**config.mk**
```make
export PLATFORM = sky130hd
export DESIGN_NAME = fifo_rr_arbiter
export DESIGN_NICKNAME = d
export VERILOG_FILES = /design/src/rtl/fifo_rr_arbiter.sv
export SDC_FILE = /design/constraint.sdc
export NUM_CORES = 1
export LEC_CHECK = 0
export BUFFER_PORTS_ARGS = -buffer_cell sky130_fd_sc_hd__buf_2
export CORE_AREA = 3 3 63 70
export CTS_BUF_LIST = sky130_fd_sc_hd__clkbuf_4
export DETAILED_ROUTE_END_ITERATION = 6
export DIE_AREA = 0 0 66 73
export GPL_TIMING_DRIVEN = 1
export PLACE_DENSITY_LB_ADDON = 0.1
export SYNTH_ARGS = -nofsm -noshare
export SYNTH_HDL_FRONTEND = slang
export SYNTH_SLANG_ARGS = --single-unit
```
**constraint.sdc**
```tcl
create_clock -name clk -period 1.6 [get_ports clk]
set_input_delay 0.24 -clock clk [delete_from_list [all_inputs] [get_ports clk]]
set_output_delay 0.24 -clock clk [all_outputs]
set_load 0.03 [all_outputs]
```
**src/rtl/fifo_rr_arbiter.sv**
```systemverilog
// Round-robin arbiter sharing one AXI-stream FIFO write port among N_SRC producers.
// A grant lasts until the source's tlast beat or MAX_BURST beats, whichever comes first.
module fifo_rr_arbiter #(
  parameter int N_SRC     = 4,
  parameter int DATA_W    = 22,
  parameter int MAX_BURST = 8
) (
  input  logic                       clk,
  input  logic                       reset,
  input  logic [N_SRC*DATA_W-1:0]    s_tdata,
  input  logic [N_SRC-1:0]           s_tvalid,
  input  logic [N_SRC-1:0]           s_tlast,
  output logic [N_SRC-1:0]           s_tready,
  output logic [DATA_W-1:0]          m_tdata,
  output logic                       m_tvalid,
  output logic                       m_tlast,
  input  logic                       m_tready,
  output logic [$clog2(N_SRC)-1:0]   grant_id,
  output logic                       busy
);

  localparam int GW = $clog2(N_SRC);
  localparam int CW = $clog2(MAX_BURST + 1);

  typedef enum logic {
    IDLE,
    GRANT
  } state_t;

  state_t        state;
  state_t        state_next;
  logic [GW-1:0] last_grant;
  logic [CW-1:0] burst_cnt;

  logic          found_hi;
  logic          found_lo;
  logic [GW-1:0] pick_hi;
  logic [GW-1:0] pick_lo;
  logic          found;
  logic [GW-1:0] pick;

  logic [DATA_W-1:0] sel_data;
  logic              sel_valid;
  logic              sel_last;
  logic              beat;
  logic              burst_end;

  // Round-robin pick: lowest requester above last_grant, else lowest at or below it.
  always_comb begin
    found_hi = 1'b0;
    found_lo = 1'b0;
    pick_hi  = '0;
    pick_lo  = '0;
    for (int j = 0; j < N_SRC; j++) begin
      if (!found_hi && s_tvalid[j] && (GW'(j) > last_grant)) begin
        found_hi = 1'b1;
        pick_hi  = GW'(j);
      end
      if (!found_lo && s_tvalid[j] && (GW'(j) <= last_grant)) begin
        found_lo = 1'b1;
        pick_lo  = GW'(j);
      end
    end
    found = found_hi | found_lo;
    pick  = found_hi ? pick_hi : pick_lo;
  end

  always_comb begin
    sel_data  = '0;
    sel_valid = 1'b0;
    sel_last  = 1'b0;
    for (int j = 0; j < N_SRC; j++) begin
      if (grant_id == GW'(j)) begin
        sel_data  = s_tdata[j*DATA_W +: DATA_W];
        sel_valid = s_tvalid[j];
        sel_last  = s_tlast[j];
      end
    end
  end

  // Pure pass-through while granted; everything is forced low in IDLE.
  always_comb begin
    m_tdata  = '0;
    m_tvalid = 1'b0;
    m_tlast  = 1'b0;
    s_tready = '0;
    if (state == GRANT) begin
      m_tdata  = sel_data;
      m_tvalid = sel_valid;
      m_tlast  = sel_last;
      for (int j = 0; j < N_SRC; j++) begin
        s_tready[j] = (grant_id == GW'(j)) & m_tready;
      end
    end
  end

  assign beat      = (state == GRANT) && sel_valid && m_tready;
  assign burst_end = (burst_cnt == CW'(MAX_BURST - 1));
  assign busy      = (state == GRANT);

  always_comb begin
    state_next = state;
    case (state)
      IDLE:    if (found) state_next = GRANT;
      GRANT:   if (beat && (sel_last || burst_end)) state_next = IDLE;
      default: state_next = IDLE;
    endcase
  end

  always_ff @(posedge clk) begin
    if (reset) begin
      state <= IDLE;
    end else begin
      state <= state_next;
    end
  end

  // grant_id keeps the last winner through IDLE; the counter restarts on every new grant.
  always_ff @(posedge clk) begin
    if (reset) begin
      grant_id   <= '0;
      last_grant <= GW'(N_SRC - 1);
      burst_cnt  <= '0;
    end else if ((state == IDLE) && found) begin
      grant_id   <= pick;
      last_grant <= pick;
      burst_cnt  <= '0;
    end else if (beat) begin
      burst_cnt  <= burst_cnt + CW'(1);
    end
  end

endmodule

```
# Yosys cells after proc, flatten, opt, wreduce, memory -nomap -nowiden
# Index checks and enable logic that the tools add are counted.
# classes
n_reduce_logical,27
bitwise,6
magnitude_cmp,8
muxes,34
n_addsub,1
eq_ne,4
# ops
op,n
$mux W22,5
$mux W1,22
$logic_and A1 B1 Y1,18
$mux W2,5
$logic_not A1 Y1,6
$add A4 B1 Y4 const B,1
$and A1 B1 Y1,4
$eq A2 B2 Y1 const B,2
$eq A4 B3 Y1 const B,1
$gt A1 B2 Y1 const A,2
$gt A2 B2 Y1 const A,2
$le A1 B2 Y1 const A,2
$le A2 B2 Y1 const A,2
$mux W4,1
$eq A2 B1 Y1 const B,1
$logic_not A2 Y1,1
$pmux W1 S2,1
$reduce_or A2 Y1,1
$logic_or A1 B1 Y1,1
$not A1 Y1,1
$or A1 B1 Y1,1
# word_totals
regBits,9
out_inout_bits,31
inputBits,99
elab_cells,84

# Longest topological paths before layout
# Gate-level depths: netlist (run 1).
# depth
word_depth,18
mapped_depth,5
depth_no_buf,4

# Worst setup path before layout (run 1)
# Ideal clock, no wire load.
# synth_timing
kind,register to output
startpoint,reg grant_id[1]
endpoint,out m_tvalid
stages_incl_launch_ff,5
path_slack_ps,-562
t_arrival_ps,1922
t_required_ps,1360
n_path_buf,2
path_cell_list,dfxtp_1 buf_2 buf_1 nor2b_1 a211oi_1
# synth_via
elab_chain_cells,6
elab_cells_between_ends,9
cone_classes,eq/ne: 3; mux: 5; reduce/logical: 1
# synth_lines
item,line_no,text
start: declaration,18,"output logic [$clog2(N_SRC)-1:0] grant_id,"
start signal: assignment,125,grant_id <= pick;
$logic_not A2 Y1,73,if (grant_id == GW'(j)) begin
$mux W1 (3 in series),73,
$mux W1 *,73,
$mux W1 *,87,if (state == GRANT) begin
end: declaration,15,"output logic m_tvalid,"
# Every way passes the cells marked *; elsewhere a longest branch is shown, timed or not.

# Final worst setup path (run 1)
# layout_timing
startpoint,reg grant_id[0]
endpoint,out m_tdata[6]
# layout_via
elab_chain_cells,6
elab_cells_between_ends,9
cone_classes,eq/ne: 3; mux: 5; reduce/logical: 1
# layout_lines
item,line_no,text
$logic_not A2 Y1,73,
$mux W22 (3 in series),73,
$mux W22 *,73,
$mux W22 *,87,
end: declaration,14,"output logic [DATA_W-1:0] m_tdata,"
# Marks and branches as above.

==> run_results.csv, run 1 <==
group,metric,value,unit
run_status,outcome,"finished with violations",
run_status,violations,"setup timing",
worst_setup_path,path_class,"flip-flop to primary output",
cells_and_area,layout.cells.most_common_list,"104 x buf_2, 25 x buf_6, 23 x mux4_2, 23 x and2_4, 12 x buf_4",
timing,pins_over_slew_limit,0,
timing,clock.fmax,0.536,GHz
cells_and_area,n_antenna_cell,0,
synth,synth_fp_nets,215,
pwr,power.clock.fraction,13.8,%
timing,least_setup_slack_across_all_paths_after_layout,-0.265,ns
timing,worst_slew_margin_rel,72.4,%
worst_setup_path,cp-start-kind,"flip-flop",
clock_network,cts_tree,"yes",
cells_and_area,syn_to_final_growth,90.3,%
route,drtIter0Drc,72,
route,vias_per_cell,4.99,
clock_network,cts_root_buf,"clkbuf_4",
cells_and_area,sequential_area,185,um2
floorplan,initial_utilization,33.0,%
clock_network,clock_tree.htree_level_count,1,
synth,ff_latch_count_synth,9,
synth,synth_sequential_area_ratio,14.7,%
cells_and_area,multiInputGateArea,1070,um2
grt,antenna_found_initial,0,
flow_run,max-cap-violations,0,
clock_network,cts-root-to-sink-buffers,2,
placed_design,portBuffers,129,
worst_setup_path,rr_startpoint,"grant_id[0]",
worst_setup_path,setup.reg_to_reg.worst_slack,-0.10,ns
synth,yosys_warnings,0,
clock_network,insertion_delay,0.25,ns
floorplan,fp.dieW,66,um
route,met2_wirelength,2920,um
route,highest-signal-layer,"met4",
pwr,total_switching_power,0.000503,W
pwr,power_leakage,1.12,nW
grt,grt_pass1_wl,7470,um
cells_and_area,final_area,2330,um2
cells_and_area,final_core_util,62.7,%
hold_path,min-delay-start,"reset",
worst_setup_path,crit_path_start,"grant_id[0]",
worst_setup_path,setup.worst_path.end_class,"primary output",
grt,largest_net_degree_at_the_start_of_global_routing,25,
floorplan,num_io_pins,130,
worst_setup_path,critical_path.max_fanout,8,
clock_network,clock_buffers_created_by_tritoncts,3,
timing,setup_viol_count_final,25,
pwr,cellInternalPower,0.000875,W
cells_and_area,post_route_cells_drive_above_1_share,81.3,%
pwr,totalPowerFinal,0.00138,W
synth,netlist_area,1220,um2
timing,final_worst_clock_skew,0.000854,ns
cells_and_area,fin_nets,357,
clock_network,clock_sinks,9,
route,drt_pass1_iterations,4,
synth,syn_area_per_cell,10.6,um2
worst_setup_path,worstPathArrival,1.62,ns
route,drt-wirelength-per-cell,16.6,um
timing,fin_crit,1.86,ns
route,final_antenna_net_count,0,
route,postRouteWirelength,5090,um
pwr,comb_power_share,67.5,%
floorplan,die_area,4820,um2
worst_setup_path,cp_data_required_time,1.36,ns
synth,syn-instance-count,115,
placed_design,placedCellCount,301,
hold_path,hold_path.class,"input port to flip-flop",
timing,finalHoldViolations,0,
pwr,switching_share,36.5,%
clock_network,cts_hold_repair.buffers,0,
grt,global_route_overflow,0,
cells_and_area,finish.cell_count_without_fillers,306,
timing,max_slew.worst_pin.slew,0.410,ns
cells_and_area,num-fill-cells,323,
floorplan,core_area,3710,um2
placed_design,placed_area,2090,um2
placed_design,hpwl_reported_at_the_end_of_detailed_placement,4230,um
pwr,ir_worst_vdd,0.457,mV
pwr,seqPwrFrac,18.7,%
route,drt_drc_violations_left,0,
placed_design,place_congestion,0.795,
synth,synthDistinctLibCells,32,
route,route.vias.total,1527,
floorplan,floorplan.die.height,73,um
route,met3WireLength,404,um
timing,layout_worst_path_cycle_share,117,%
clock_network,clkSlewWorstSetupHoldPaths,0.06,ns
timing,rsz0062_at_grt,"yes",
route,wirelength_met1,1660,um
grt,grt_util_all_layers,20.0,%
grt,grt_pass1_vias,1590,
timing,finalSetupTns,-5.77,ns
cells_and_area,final_common_cell,"buf_2",
floorplan,floorplan.rows,23,
pwr,p_per_area,592,nW/um2
-- cells by family (layout without fill, tap and decap cells) --
kind of cell / count (synthesis) / in the layout / share of synthesized area [%]
compound gates: 16 / 16 / 10.8
fa+ha+maj: 1 / 1 / 1.02
flops: 9 / 9 / 14.7
mux: 27 / 27 / 45.7
xor+xnor: 1 / 1 / 0.716
buf+inv: 14 / 155 / 5.21
simple gates: 47 / 47 / 21.8
-- power groups by stage --
stage / clock network, W / logic (W) / registers [W]
final: 0.000190 / 0.000931 / 0.000257
after global routing: 0.000208 / 0.000990 / 0.000259
after CTS: 0.000198 / 0.000926 / 0.000257
after detailed placement: 0 / 0.000808 / 0.000261
after global placement: 0 / 0.000796 / 0.000261
after floorplan: 0 / 0.000525 / 0.000268
-- sequential cells by signal, summed over array words and instances, names as in the netlist --
| register | flops |
|---|---|
| busy | 1 |
| grant_id | 2 |
| burst_cnt | 4 |
| last_grant | 2 |
-- layout make-up --
type | instances | share of cell area, %
Tap cell | 50 | 2.69
Multi-Input combinational cell | 92 | 45.9
Inverter | 6 | 0.967
Clock buffer | 4 | 1.29
Sequential cell | 9 | 7.95
Timing Repair Buffer | 145 | 41.2
-- worst max-delay path, stage by stage, from the launching register on --
cell	delay [ns]
dfxtp_4	0.41
buf_12	0.15
mux4_2	0.50
and2_4	0.18
buf_6	0.13
-- metal layers --
metal / global-route usage [%] / up-vias
li1: - / 730
met1: 19.6 / 717
met2: 41.5 / 70
met3: 3.54 / 10
met4: 5.64 / 0
met5: 0 / -
-- cell usage after synthesis --
| cell | count | area (um2) |
|---|---|---|
| nor4_1 | 1 | 6.26 |
| a211o_1 | 1 | 8.76 |
| dfxtp_1 | 9 | 180 |
| mux4_2 | 23 | 518 |
| inv_1 | 6 | 22.5 |
| a21oi_1 | 4 | 20.0 |
| clkbuf_1 | 3 | 11.3 |
| nand3_1 | 1 | 5.00 |
| xnor2_1 | 1 | 8.76 |
| nand2_1 | 4 | 15.0 |
| buf_6 | 1 | 11.3 |
| a221oi_1 | 1 | 8.76 |
| ha_1 | 1 | 12.5 |
| mux2_2 | 1 | 11.3 |
| a31o_2 | 1 | 8.76 |
| o21ai_0 | 1 | 5.00 |
| nand3b_1 | 2 | 15.0 |
| mux2i_1 | 3 | 30.0 |
| buf_2 | 3 | 15.0 |
| nor3_1 | 1 | 5.00 |
| buf_1 | 1 | 3.75 |
| or4_4 | 1 | 11.3 |
| nor2b_1 | 3 | 18.8 |
| o221ai_1 | 1 | 8.76 |
| nand4_1 | 2 | 12.5 |
| o21bai_1 | 1 | 7.51 |
| nor2_1 | 9 | 33.8 |
| and2_1 | 23 | 144 |
| o22ai_4 | 1 | 20.0 |
| a21o_1 | 1 | 7.51 |
| o221a_2 | 2 | 22.5 |
| a211oi_1 | 2 | 15.0 |
-- per-stage QoR --
step / hold WS [ns] / worst slack (ns)
6_report: 0.232 / -0.265
5_1_grt: 0.230 / -0.312
4_1_cts: 0.214 / -0.277
3_5_place_dp: 0.482 / -0.0208
3_3_place_gp: 0.486 / 0.00966
2_1_floorplan: 0.302 / -0.0467
-- path summary, 6_finish.rpt --
check	endpoint	cells past startpoint
worst min-delay path	grant_id[1]	2
worst max-delay path	m_tdata[6]	4
worst max register to register	busy	5
worst min register to register	burst_cnt[1]	2
-- what timing repair did --
item,CTS,global route
pin swaps,0,0
buffers inserted,0,1
resized for setup,58,3
endpoints found under the setup margin,24,27
Note: power is estimated with default switching activity, not from simulation.
==> run 2, diff against run 1 <==
- MAX_ROUTING_LAYER: default -> met4
==> run 2 against run 1 <==
  * First-iteration DRC count down 5.6%
  * Register-to-register slack about the same
  * Count of clock-buffer cells in the layout did not move
  * Via count increased by 0.46%
  * Worst hold slack stayed put
  * Critical path depth stayed put
  * Fmax unchanged
  * Die area unchanged
  * Largest power group unchanged
  * Cell count stayed put
  * Sequential cell count unchanged
  * Total power hardly changed
  * The run still ends with setup timing left
  * Largest cell class unchanged
==> run_results.csv, run 2 (same netlist as run 1, synthesis figures left out) <==
group,metric,value,unit
floorplan,floorplan.rows,23,
timing,rsz0062_at_grt,"yes",
timing,worst_slew_margin_rel,72.4,%
pwr,power_leakage,1.12,nW
worst_setup_path,setup.worst_path.end_class,"primary output",
worst_setup_path,worstPathArrival,1.62,ns
timing,layout_worst_path_cycle_share,117,%
worst_setup_path,critical_path.max_fanout,8,
placed_design,hpwl_reported_at_the_end_of_detailed_placement,4230,um
floorplan,core_area,3710,um2
timing,final_worst_clock_skew,0.000854,ns
clock_network,cts_root_buf,"clkbuf_4",
timing,setup_viol_count_final,25,
grt,global_route_overflow,0,
timing,clock.fmax,0.536,GHz
hold_path,hold_path.class,"input port to flip-flop",
run_status,violations,"setup timing",
worst_setup_path,crit_path_start,"grant_id[0]",
pwr,seqPwrFrac,18.7,%
grt,grt_util_all_layers,20.6,%
placed_design,place_congestion,0.807,
route,route.vias.total,1534,
floorplan,floorplan.die.height,73,um
cells_and_area,syn_to_final_growth,90.3,%
pwr,ir_worst_vdd,0.457,mV
clock_network,insertion_delay,0.25,ns
flow_run,max-cap-violations,0,
worst_setup_path,setup.worst_path.end,"m_tdata[6]",
timing,finalHoldViolations,0,
floorplan,die_area,4820,um2
cells_and_area,final_common_cell,"buf_2",
clock_network,clock_tree.htree_level_count,1,
route,drt_drc_violations_left,0,
pwr,total_switching_power,0.000503,W
clock_network,cts_hold_repair.buffers,0,
cells_and_area,register_with_the_most_flip_flops,"burst_cnt",
worst_setup_path,rr_startpoint,"grant_id[0]",
route,vias_per_cell,5.01,
route,postRouteWirelength,5090,um
pwr,totalPowerFinal,0.00138,W
grt,grt_pass1_wl,7470,um
timing,least_setup_slack_across_all_paths_after_layout,-0.265,ns
cells_and_area,multiInputGateArea,1070,um2
timing,post_route_hold_slack,0.232,ns
grt,antenna_found_initial,0,
route,drtIter0Drc,68,
clock_network,clkSlewWorstSetupHoldPaths,0.06,ns
worst_setup_path,reg2reg_depth,5,
cells_and_area,layout.cells.most_common_list,"104 x buf_2, 25 x buf_6, 23 x mux4_2, 23 x and2_4, 12 x buf_4",
worst_setup_path,cp_data_required_time,1.36,ns
timing,pins_over_slew_limit,0,
cells_and_area,n_antenna_cell,0,
placed_design,placed_area,2090,um2
cells_and_area,largest_reg_flops,4,
clock_network,clock_sinks,9,
cells_and_area,post_route_cells_drive_above_1_share,81.3,%
floorplan,num_io_pins,130,
floorplan,fp.dieW,66,um
route,drt_pass1_iterations,4,
worst_setup_path,worst_r2r_endpoint,"busy",
cells_and_area,regs_by_ff_count,"burst_cnt (4), grant_id (2), last_grant (2)",
clock_network,clock_buffers_created_by_tritoncts,3,
cells_and_area,sequential_area,185,um2
clock_network,cts-root-to-sink-buffers,2,
pwr,power.clock.fraction,13.8,%
clock_network,cts_tree,"yes",
route,final_antenna_net_count,0,
pwr,cellInternalPower,0.000875,W
cells_and_area,fin_nets,357,
run_status,outcome,"finished with violations",
worst_setup_path,cp-start-kind,"flip-flop",
cells_and_area,num-fill-cells,323,
floorplan,initial_utilization,33.0,%
worst_setup_path,path_class,"flip-flop to primary output",
cells_and_area,final_area,2330,um2
timing,fin_crit,1.86,ns
worst_setup_path,setup.reg_to_reg.worst_slack,-0.10,ns
grt,largest_net_degree_at_the_start_of_global_routing,25,
route,drt-wirelength-per-cell,16.6,um
pwr,switching_share,36.5,%
placed_design,portBuffers,129,
grt,grt_pass1_vias,1588,
pwr,comb_power_share,67.5,%
timing,max_slew.worst_pin.slew,0.410,ns
pwr,p_per_area,592,nW/um2
run 2: cell counts in the layout (fill, tap and decap cells not counted):
No cell type changed its count.
run 2: worst max-delay path: stages (launching register included):
cell and delay [ns]:
dfxtp_4 0.41, buf_12 0.15, mux4_2 0.50, and2_4 0.18, buf_6 0.13
run 2: stage by stage:
stage,TNS [ns],setup slack [ns],std cells,utilization [%]
after global routing,-7.18,-0.312,306,62.7
after global placement,0,0.00966,301,56.4
final,-5.77,-0.265,306,62.7
after detailed placement,-0.0541,-0.0208,301,56.4
after floorplan,-0.710,-0.0467,115,-
after CTS,-6.05,-0.277,305,62.3
run 2: per-layer routing:
metal	GRT usage, %	up-vias	wire length, um
met2	41.5	70	2920
met4	5.64	0	100
met5	-	-	0
li1	-	730	-
met3	3.39	10	408
met1	19.7	724	1660
run 2: worst min path at each step:
stage / start / cells past startpoint / slack [ns] / to
floorplan: reset / 1 / 0.30 / grant_id[1]
global placement: reset / 2 / 0.49 / grant_id[1]
detailed placement: reset / 2 / 0.48 / grant_id[0]
CTS: reset / 2 / 0.21 / grant_id[0]
global route: reset / 2 / 0.23 / grant_id[0]
finish: reset / 2 / 0.23 / grant_id[1]
run 2: power by group through the flow:
stage	sequential [W]	combinational (W)	clock, W
detailed placement	0.000261	0.000808	0
global route	0.000259	0.000990	0.000208
finish	0.000257	0.000931	0.000190
floorplan	0.000268	0.000525	0
CTS	0.000257	0.000926	0.000198
global placement	0.000261	0.000796	0
run 2: timing repair:
action | in CTS | in global routing
cloned | 0 | 0
gates resized for setup | 58 | 3
endpoints found under the setup margin | 24 | 27
buffers inserted | 0 | 1
run 2: final cells by class:
cell class / instances / share of cell area [%]
Timing Repair Buffer: 145 / 41.2
Inverter: 6 / 0.967
Tap cell: 50 / 2.69
Sequential cell: 9 / 7.95
Clock buffer: 4 / 1.29
Multi-Input combinational cell: 92 / 45.9
==> run 3, diff against run 2 <==
- CORE_AREA: 3 3 63 70 -> 3 3 71 80
- DIE_AREA: 0 0 66 73 -> 0 0 74 83
- SETUP_SLACK_MARGIN: default -> 0.4
- TNS_END_PERCENT: default -> 20
==> run 3 against run 2 <==
  * The flow still finishes with violations (setup timing)
  * Routed wire length is 6.3% lower
  * Die area is 27% higher
  * Final area is 3.0% higher
  * Largest cell class unchanged
  * Highest routed layer unchanged
==> run_results.csv, run 3 (same netlist as run 1, synthesis figures left out) <==
group,metric,value,unit
run_status,outcome,"finished with violations",
run_status,violations,"setup timing",
timing,final_worst_clock_skew,0.000661,ns
route,postRouteWirelength,4770,um
clock_network,cts_hold_repair.buffers,0,
floorplan,initial_utilization,24.6,%
hold_path,hold_path.class,"input port to flip-flop",
worst_setup_path,setup.reg_to_reg.worst_slack,-0.11,ns
timing,setup_viol_count_final,25,
cells_and_area,layout.cells.most_common_list,"101 x buf_2, 27 x buf_6, 23 x mux4_2, 23 x and2_4, 11 x buf_4",
clock_network,insertion_delay,0.26,ns
clock_network,cts-root-to-sink-buffers,2,
cells_and_area,final_area,2400,um2
timing,fin_crit,1.85,ns
grt,global_route_overflow,0,
placed_design,placement.setup.worst_slack,-0.0187,ns
grt,antenna_found_initial,0,
placed_design,hpwl_reported_at_the_end_of_detailed_placement,4010,um
worst_setup_path,cp_data_required_time,1.36,ns
clock_network,cts_root_buf,"clkbuf_4",
worst_setup_path,worstPathArrival,1.61,ns
cells_and_area,num-fill-cells,484,
grt,grt_pass1_wl,6960,um
cells_and_area,multiInputGateArea,1090,um2
floorplan,die_area,6140,um2
timing,layout_worst_path_cycle_share,116,%
clock_network,clock_sinks,9,
clock_network,clkSlewWorstSetupHoldPaths,0.07,ns
floorplan,core_area,4970,um2
cells_and_area,finish.cell_count_without_fillers,313,
floorplan,fp.dieW,74,um
worst_setup_path,setup.worst_path.end_class,"primary output",
worst_setup_path,crit_path_start,"grant_id[0]",
route,drt_pass1_iterations,4,
cells_and_area,sequential_area,191,um2
route,route.vias.total,1536,
cells_and_area,regs_by_ff_count,"burst_cnt (4), grant_id (2), last_grant (2)",
grt,grt_pass1_vias,1480,
timing,clock.fmax,0.539,GHz
clock_network,clock_tree.htree_level_count,1,
worst_setup_path,critical_path.max_fanout,8,
cells_and_area,fin_nets,356,
timing,max_slew.worst_pin.slew,0.404,ns
timing,least_setup_slack_across_all_paths_after_layout,-0.254,ns
flow_run,max-cap-violations,0,
cells_and_area,largest_reg_flops,4,
clock_network,clock_buffers_created_by_tritoncts,3,
route,drt-wirelength-per-cell,15.2,um
pwr,power_leakage,1.12,nW
floorplan,floorplan.die.height,83,um
worst_setup_path,path_class,"flip-flop to primary output",
placed_design,place_congestion,0.751,
placed_design,placed_area,2110,um2
floorplan,floorplan.rows,27,
cells_and_area,register_with_the_most_flip_flops,"burst_cnt",
placed_design,portBuffers,129,
grt,grt_util_all_layers,14.3,%
floorplan,num_io_pins,130,
pwr,p_per_area,583,nW/um2
pwr,ir_worst_vdd,0.517,mV
cells_and_area,final_common_cell,"buf_2",
timing,finalSetupTns,-5.52,ns
clock_network,cts_tree,"yes",
worst_setup_path,rr_startpoint,"grant_id[0]",
timing,worst_slew_margin_rel,72.9,%
grt,largest_net_degree_at_the_start_of_global_routing,22,
route,vias_per_cell,4.91,
placed_design,placedCellCount,308,
cells_and_area,final_core_util,48.3,%
route,drtIter0Drc,34,
timing,rsz0062_at_grt,"yes",
route,drt_drc_violations_left,0,
hold_path,min-delay-start,"reset",
route,final_antenna_net_count,0,
timing,pins_over_slew_limit,0,
worst_setup_path,cp-start-kind,"flip-flop",
timing,finalHoldViolations,0,
cells_and_area,post_route_cells_drive_above_1_share,82.7,%
cells_and_area,syn_to_final_growth,96.0,%
cells_and_area,n_antenna_cell,0,
-- run 3: repair_timing --
action / in CTS / in global routing
setup endpoints to repair: 36 / 38
cloned: 0 / 0
pin swaps: 2 / 12
buffers inserted: 0 / 1
gates resized for setup: 68 / 9
-- run 3: cell type report --
cell class                      instances  area share, %
Multi-Input combinational cell         92           45.5
Timing Repair Buffer                  144           41.2
Sequential cell                         9           7.98
Tap cell                               58           3.03
Clock buffer                            4           1.25
Inverter                                6           1.10
-- run 3: per-layer routing --
layer | global-route usage [%] | routed length (um) | vias to the layer above
met3 | 3.03 | 487 | 8
met1 | 15.0 | 1640 | 724
met5 | - | 0 | -
li1 | - | - | 730
met2 | 26.8 | 2590 | 74
met4 | 2.31 | 57 | 0
-- run 3: critical path: stages, from the launching register on --
cell	delay (ns)
dfxtp_4	0.39
buf_6	0.15
mux4_2	0.49
and2_4	0.16
buf_2	0.17
-- run 3: path summary, 6_finish.rpt --
check | endpoint | cells after the start
worst max-delay path | m_tdata[20] | 4
worst max register to register | busy | 5
worst min register to register | burst_cnt[1] | 2
worst min-delay path | grant_id[0] | 2
-- run 3: where the power goes --
group          switching, W  internal (W)
Sequential        0.0000255      0.000238
Combinational      0.000402      0.000534
Clock             0.0000849      0.000113
Total              0.000512      0.000885
-- run 3: metrics by stage --
step	power (W)	hold WS (ns)
detailed placement	0.00107	0.492
global route	0.00147	0.227
floorplan	0.000808	0.302
finish	0.00140	0.220
global placement	0.00106	0.494
CTS	0.00138	0.221
